`config.mk`:
```
export PLATFORM = sky130hd
export DESIGN_NAME = instruction_fetch_unit
export DESIGN_NICKNAME = d
export VERILOG_FILES = /design/src/rtl/fetch_pkg.sv /design/src/rtl/if_id_reg.sv /design/src/rtl/instruction_fetch_unit.sv
export SDC_FILE = /design/constraint.sdc
export NUM_CORES = 1
export LEC_CHECK = 0
export BUFFER_PORTS_ARGS = -buffer_cell sky130_fd_sc_hd__buf_2
export CORE_ASPECT_RATIO = 1.25
export CORE_MARGIN = 1
export CORE_UTILIZATION = 50
export CTS_CLUSTER_SIZE = 30
export DETAILED_ROUTE_END_ITERATION = 8
export GPL_TIMING_DRIVEN = 0
export PLACE_DENSITY_LB_ADDON = 0.25
export SETUP_SLACK_MARGIN = 0.5
export SLEW_MARGIN = 25
export SYNTH_ARGS = -nofsm -noshare
export SYNTH_HDL_FRONTEND = slang
export SYNTH_SLANG_ARGS = --single-unit
```
`constraint.sdc`:
```
create_clock -name clk -period 3 [get_ports clk]
set_input_delay 0.3 -clock clk [delete_from_list [all_inputs] [get_ports clk]]
set_output_delay 0.3 -clock clk [all_outputs]
set_load 0.01 [all_outputs]
```
`src/rtl/fetch_pkg.sv`:
```
// Shared widths, constants and state type for the instruction fetch stage.
package fetch_pkg;
    localparam int          ADDR_W    = 64;
    localparam int          INSTR_W   = 32;
    localparam logic [31:0] NOP_INSTR = 32'h0000_0013;

    typedef enum logic {
        RUN   = 1'b0,
        FAULT = 1'b1
    } fetch_state_t;
endpackage

```
`src/rtl/if_id_reg.sv`:
```
// IF/ID pipeline register: load a fetched instruction, hold it, or flush to a NOP bubble.
module if_id_reg
    import fetch_pkg::*;
#(
    parameter int PC_W = ADDR_W,
    parameter int IW   = INSTR_W
) (
    input  logic            clk,
    input  logic            reset,
    input  logic            i_load,
    input  logic            i_flush,
    input  logic [PC_W-1:0] i_pc,
    input  logic [IW-1:0]   i_instr,
    output logic            o_valid,
    output logic [PC_W-1:0] o_pc,
    output logic [PC_W-1:0] o_pc_plus4,
    output logic [IW-1:0]   o_instr
);
    logic            r_valid;
    logic [PC_W-1:0] r_pc;
    logic [PC_W-1:0] r_pc_plus4;
    logic [IW-1:0]   r_instr;

    // Flush keeps the pc fields so the bubble still carries the last fetched PC.
    always_ff @(posedge clk) begin
        if (reset) begin
            r_valid    <= 1'b0;
            r_pc       <= '0;
            r_pc_plus4 <= PC_W'(64'd4);
            r_instr    <= IW'(NOP_INSTR);
        end else if (i_flush) begin
            r_valid <= 1'b0;
            r_instr <= IW'(NOP_INSTR);
        end else if (i_load) begin
            r_valid    <= 1'b1;
            r_pc       <= i_pc;
            r_pc_plus4 <= i_pc + PC_W'(64'd4);
            r_instr    <= i_instr;
        end else begin
            r_valid <= r_valid;
        end
    end

    assign o_valid    = r_valid;
    assign o_pc       = r_pc;
    assign o_pc_plus4 = r_pc_plus4;
    assign o_instr    = r_instr;
endmodule

```
`src/rtl/instruction_fetch_unit.sv`:
```
// RV64 fetch stage: PC register, instruction memory address port, IF/ID capture.
// Optional FETCH_MISALIGN_TRAP_EN traps misaligned redirect targets into a sticky FAULT state.
module instruction_fetch_unit #(
    parameter int                ADDR_W   = fetch_pkg::ADDR_W,
    parameter int                INSTR_W  = fetch_pkg::INSTR_W,
    parameter logic [ADDR_W-1:0] RESET_PC = '0
) (
    input  logic               clk,
    input  logic               reset,
    output logic [ADDR_W-1:0]  imem_addr,
    input  logic [INSTR_W-1:0] imem_instr,
    input  logic               stall,
    input  logic               redirect_valid,
    input  logic [ADDR_W-1:0]  redirect_target,
    output logic               ifid_valid,
    output logic [ADDR_W-1:0]  ifid_pc,
    output logic [ADDR_W-1:0]  ifid_pc_plus4,
    output logic [INSTR_W-1:0] ifid_instr,
    output logic [31:0]        fetch_count,
    output logic               misalign_fault
);
    import fetch_pkg::*;

    fetch_state_t      r_state;
    logic [ADDR_W-1:0] r_pc;
    logic [31:0]       r_fetch_count;
    logic [ADDR_W-1:0] w_target;
    logic              w_load;
    logic              w_flush;

    assign w_target = {redirect_target[ADDR_W-1:2], 2'b00};
    assign w_load   = (r_state == RUN) && !redirect_valid && !stall;
    assign w_flush  = (r_state == FAULT) || redirect_valid;

`ifdef FETCH_MISALIGN_TRAP_EN
    logic r_fault;
    logic w_misalign;
    assign w_misalign     = (redirect_target[1:0] != 2'b00);
    assign misalign_fault = r_fault;
`else
    logic w_unused_tgt_lsb;
    assign w_unused_tgt_lsb = ^redirect_target[1:0];
    assign misalign_fault   = 1'b0;
`endif

    // PC, fetch counter and fetch state; redirect outranks stall, FAULT freezes everything.
    always_ff @(posedge clk) begin
        if (reset) begin
            r_pc          <= RESET_PC;
            r_state       <= RUN;
            r_fetch_count <= 32'd0;
`ifdef FETCH_MISALIGN_TRAP_EN
            r_fault       <= 1'b0;
`endif
        end else begin
            case (r_state)
                RUN: begin
                    if (redirect_valid) begin
`ifdef FETCH_MISALIGN_TRAP_EN
                        if (w_misalign) begin
                            r_state <= FAULT;
                            r_fault <= 1'b1;
                            r_pc    <= redirect_target;
                        end else begin
                            r_pc <= w_target;
                        end
`else
                        r_pc <= w_target;
`endif
                    end else if (!stall) begin
                        r_pc          <= r_pc + ADDR_W'(64'd4);
                        r_fetch_count <= r_fetch_count + 32'd1;
                    end else begin
                        r_pc <= r_pc;
                    end
                end
                FAULT: begin
                    r_state <= FAULT;
                end
                default: begin
                    r_state <= RUN;
                end
            endcase
        end
    end

    if_id_reg #(
        .PC_W (ADDR_W),
        .IW   (INSTR_W)
    ) u_if_id_reg (
        .clk        (clk),
        .reset      (reset),
        .i_load     (w_load),
        .i_flush    (w_flush),
        .i_pc       (r_pc),
        .i_instr    (imem_instr),
        .o_valid    (ifid_valid),
        .o_pc       (ifid_pc),
        .o_pc_plus4 (ifid_pc_plus4),
        .o_instr    (ifid_instr)
    );

    assign imem_addr   = r_pc;
    assign fetch_count = r_fetch_count;
endmodule

```
[Word-level counts from Yosys, hierarchy flattened]
Index checks and enable logic that the tools add are counted.
Word-level totals
  bits in registers: 258
  output and inout port bits: 258
  logic and storage cells: 26
Cells by class
  add/subtract/negate cells: 2
  equal/unequal tests: 1
  mux-type cells: 3
  bitwise operators: 4
  reductions and logical operators: 9
Operators by type and width (count)
  $mux 64: 2
  $add 64x3->64 const B: 1
  $add 32x1->32 const B: 1
  $not 1->1: 4
  $reduce_and 2->1: 2
  $reduce_and 3->1: 1
  $logic_and 1x1->1: 2
  $logic_not 1->1: 2
  $ne 2x1->1 const B: 1
  $reduce_or 2->1: 1
  $logic_or 1x1->1: 1
  $mux 1: 1

[Logic depth before layout (Yosys ltp)]
  depth in word-level cells: 4
  depth in mapped cells: 9
  gate-level depth less buffers: 6

[Modules after synthesis]
A second synthesis with hierarchy kept.
Unflattened totals
  cell total of the unflattened synthesis: 1507
  area, all modules: 12259.3 sq um
Modules (own cells, without submodules)
  if_id_reg: times used 1, cells an instance 830, area each 6856.6 sq um, seq. area each 3183.1 sq um
  instruction_fetch_unit: times used 1, cells an instance 677, area each 5402.7 sq um, seq. area each 1881.8 sq um

[Worst setup path after synthesis]
Ideal clock, no wire load.
  kind: flip-flop to flip-flop
  from: register r_pc[2], in the netlist imem_addr[2]
  to: register r_pc[38], in the netlist imem_addr[38]
  library setup time: 0.118 ns
  arrival: 2.583 ns
  path slack: 0.299 ns
  stages on the path, launching flop included: 8
  buffers on the path: 1
  clock period less this slack: 2.701 ns
  path through: dfxtp_1 > ha_1 > nand3_1 > or4_1 > buf_2 > or4_4 > or4b_1 > o2111a_1
Between the ends
  word-level cells in the longest chain between the ends: 3
RTL lines
  start, declared: line instruction_fetch_unit.sv:25  | logic [ADDR_W-1:0] r_pc;
  start signal, assigned: line instruction_fetch_unit.sv:68  | r_pc <= w_target;
  start signal, assigned: line instruction_fetch_unit.sv:71  | r_pc <= r_pc + ADDR_W'(64'd4);
  start signal, assigned: line instruction_fetch_unit.sv:74  | r_pc <= r_pc;
  $add 64x3->64: line instruction_fetch_unit.sv:71
  $mux 64: line instruction_fetch_unit.sv:70  | end else if (!stall) begin
  $mux 64: line instruction_fetch_unit.sv:58  | if (redirect_valid) begin
No other way between the ends. The select of a mux whose other input is x is not followed.
A chain may end at the register's enable or synchronous reset.

[Worst setup path in the final report]
  from: register r_pc[28], in the netlist imem_addr[28]
  to: register r_pc[38], in the netlist imem_addr[38]
Same word-level chain as after synthesis.

==> key figures <==
Run status
  • Status: complete, but fails checks
  • Failing checks: design-rule violations

Critical path
  • CP cell instances: buf_6, nand4_1, or4_4, or4_4, or4b_1, o2111a_1
  • CP peak stage delay: 0.60 ns
  • Data arrival, critical path: 2.99 ns
  • Worst path required time: 3.41 ns
  • Element type at the critical path end: flop
  • Slowest-stage cell, CP: or4_4
  • Startpoint Class: flop
  • CP dominant cell by count: or4_4
  • Top delay family on crit path: simple AND/OR/NAND/NOR gates
  • Worst Path Buf+Inv: 1
  • Reg2reg setup slack: 0.43 ns
  • Crit path kind: flop to flop
  • Worst-path maximum fanout: 5

Drt
  • Vias per cell: 5.96
  • DRT Pass-1 Iters: 9
  • Vias: 13.2k
  • Final WL: 49.4 mm
  • WL/cell: 22.2 um
  • Iteration-0 DRC Markers: 1246
  • Drc violations: 22
  • ANT nets after route: 0

Timing
  • Final period util: 85.7%
  • Fin crit period: 2.57 ns
  • Final Max Slew Viols: 0
  • Max frequency: 389 MHz
  • RSZ-0062 raised after global routing: yes
  • Final setup margin: 0.429 ns
  • Clk_skew: 0.0244 ns
  • # setup viols final: 0
  • Fin. Hold Viols: 0
  • Actual slew at the worst max-slew pin: 1.11 ns
  • Setup TNS: 0 ns
  • Slew HR: 25.7%

Floorplanning
  • I/O Pins: 358
  • Full die area: 24000 um^2
  • Rows: 62
  • Core area: 23000 um^2
  • Starting Density: 50.9%
  • Die width: 139 um
  • Die height: 173 um

Synthesis
  • Largest family of logic cells by synthesized area: simple AND/OR/NAND/NOR gates
  • Avg Inst Size Synth: 8.13 um^2
  • Asr flop ratio synth: 0%
  • Compound-Gate Fraction of Synth Area: 15.0%
  • XOR/XNOR Fraction of Synth Area: 6.74%
  • Post-synthesis cell area: 11700 um^2
  • Main synth FF type: dfxtp_1
  • Share of the synthesized area in the top cell type: 43.0%
  • Most numerous cell in the Yosys netlist: dfxtp_1
  • Synth Instances: 1439
  • Yosys top cell by area: dfxtp_1
  • Unique masters post-synth: 56
  • Synth Register Bits: 251
  • Post-synthesis mux area share: 3.17%
  • Synthesis Warnings: 0
  • Post-synth top cells: dfxtp_1, nand2_1, nor2_1
  • Post-synth EDFFs: 0
  • Sequential area share after synthesis: 43.0%
  • Area contributors post-synth: dfxtp_1, nand2_1, nor2_1
  • Simple-gate share of the synthesized area: 26.1%
  • Adder-cell share of the synthesized area: 0.214%

Clocking
  • CTS tree: built
  • Deepest clock path buffer count: 3
  • CTS buffer count: 25
  • H-tree levels: 1
  • Clock root buffer: clkbuf_16
  • Worst-path clk slew: 0.07 ns
  • CTS Sinks: 251
  • Clk Latency, worst-skew pair: 0.54 ns

Place
  • Place WS: -0.296 ns
  • Gpl congestion: 1.01
  • Placed insts: 2081
  • HPWL after detailed placement: 35.9 mm
  • Port bufs: 348

Worst hold path
  • Worst hold path type: primary input to flop

Finish
  • ANT cells: 0
  • Final #Nets: 2017
  • Finished Layout Cells: 2222
  • Synth-to-Final Area Change: 36.4%
  • Layout cells sized above 1: 31.6%

Pwr
  • Design Power: 8.07 mW
  • Power Dens Cells: 506 nW/um^2
  • Leakage: 6.68 nW
  • Worst vdd ir: 0.000475 V

GRT
  • Initial antenna violation count: 2
  • First-pass GRT wire length: 71.5 mm
  • Largest net degree at the start of global routing: 16
  • Vias in the first global route: 12.2k
  • GRT Util Overall: 39.1%
  • Grt ovf: 0

Job
  • Maxcap violations: 0
==> area by class of cell <==
type	instances	area, um^2
buffer	145	853
clock buffer	33	726
clock inverter	13	138
fill	1927	7010
inverter	17	63.8
multi-input combinational	1032	6260
sequential	251	5070
tap	288	360
timing repair buffer	443	2490
==> per-stage QoR <==
stage / utilization, % / hold slack (ns) / cell area (um^2)
2_1_floorplan: - / 0.425 / 11800
4_1_cts: 67.2 / 0.00214 / 15400
3_3_place_gp: 60.7 / 0.431 / 13900
3_5_place_dp: 60.7 / 0.444 / 13900
6_report: 69.5 / 0.00880 / 16000
5_1_grt: 69.5 / 0.0107 / 16000
==> final timing paths <==
check                             from                      end  cells after the start
setup / recovery         imem_addr[28]            imem_addr[38]                      6
hold / removal          imem_instr[12]  u_if_id_reg.o_instr[12]                      3
setup reg to reg         imem_addr[28]            imem_addr[38]                      6
hold reg to reg   u_if_id_reg.o_pc[56]     u_if_id_reg.o_pc[56]                      2
==> tightest hold or removal path: stages <==
cell and delay (ns):
buf_2 0.08, mux2i_1 0.05, nor2_1 0.07
==> routing by layer <==
metal / GRT usage [%] / wire length [um] / vias to the layer above
li1: - / - / 6059
met1: 43.6 / 17900 / 6149
met2: 67.9 / 23700 / 822
met3: 8.31 / 4680 / 207
met4: 24.1 / 3060 / 2
met5: 0 / 13 / -
==> registers in the layout, indices dropped and copies added (netlist names) <==
| name | cells |
|---|---|
| u_if_id_reg.o_pc_plus4 | 62 |
| fetch_count | 32 |
| u_if_id_reg.o_valid | 1 |
| imem_addr | 62 |
| u_if_id_reg.o_instr | 32 |
| u_if_id_reg.o_pc | 62 |
==> cell families after synthesis <==
kind of cell / Yosys count
other cells: 1
simple gates: 615
compound gates: 281
buf+inv: 162
xor+xnor: 90
flops: 251
mux: 37
fa+ha+maj: 2
==> layout by cell type, fill, tap and decap left out, drive strengths merged, types with 3 or more instances in the layout <==
cell and count:
or3 32, or4 21, o31a 3, clkinvlp 3, buf 474, a311oi 19, nor3 33, and2 6
xnor2 53, o211a 3, conb 7, nor2 152, a21oi 89, and3 17, inv 18, and4 25
nand3 37, dfxtp 251, a31oi 19, o2111a 4, mux2i 37, or2 7, or4b 3, clkinv 7
nand4 52, nand2 187, o21ai 69, nor4 31, a2111oi 5, nor4b 3, xor2 37, o22ai 3
clkbuf 134, a211oi 47, o31ai 14, dlygate4sd3 13
==> timing repair <==
action / 4_1_cts / 5_1_grt
hold buffers: 13 / 0
pin swaps: 11 / 15
endpoints found under the setup margin: 98 / 94
endpoints found under the hold margin: 13 / 0
resized for setup: 82 / 70
buffers inserted: 32 / 50
==> where the power goes <==
| part | leakage, nW | total, mW | internal (mW) | switching [mW] |
|---|---|---|---|---|
| Clock | 0.421 | 3.31 | 1.89 | 1.42 |
| Sequential | 2.06 | 3.61 | 3.49 | 0.126 |
| Combinational | 4.20 | 1.15 | 0.451 | 0.702 |
Power figures use the tool's default switching activity.
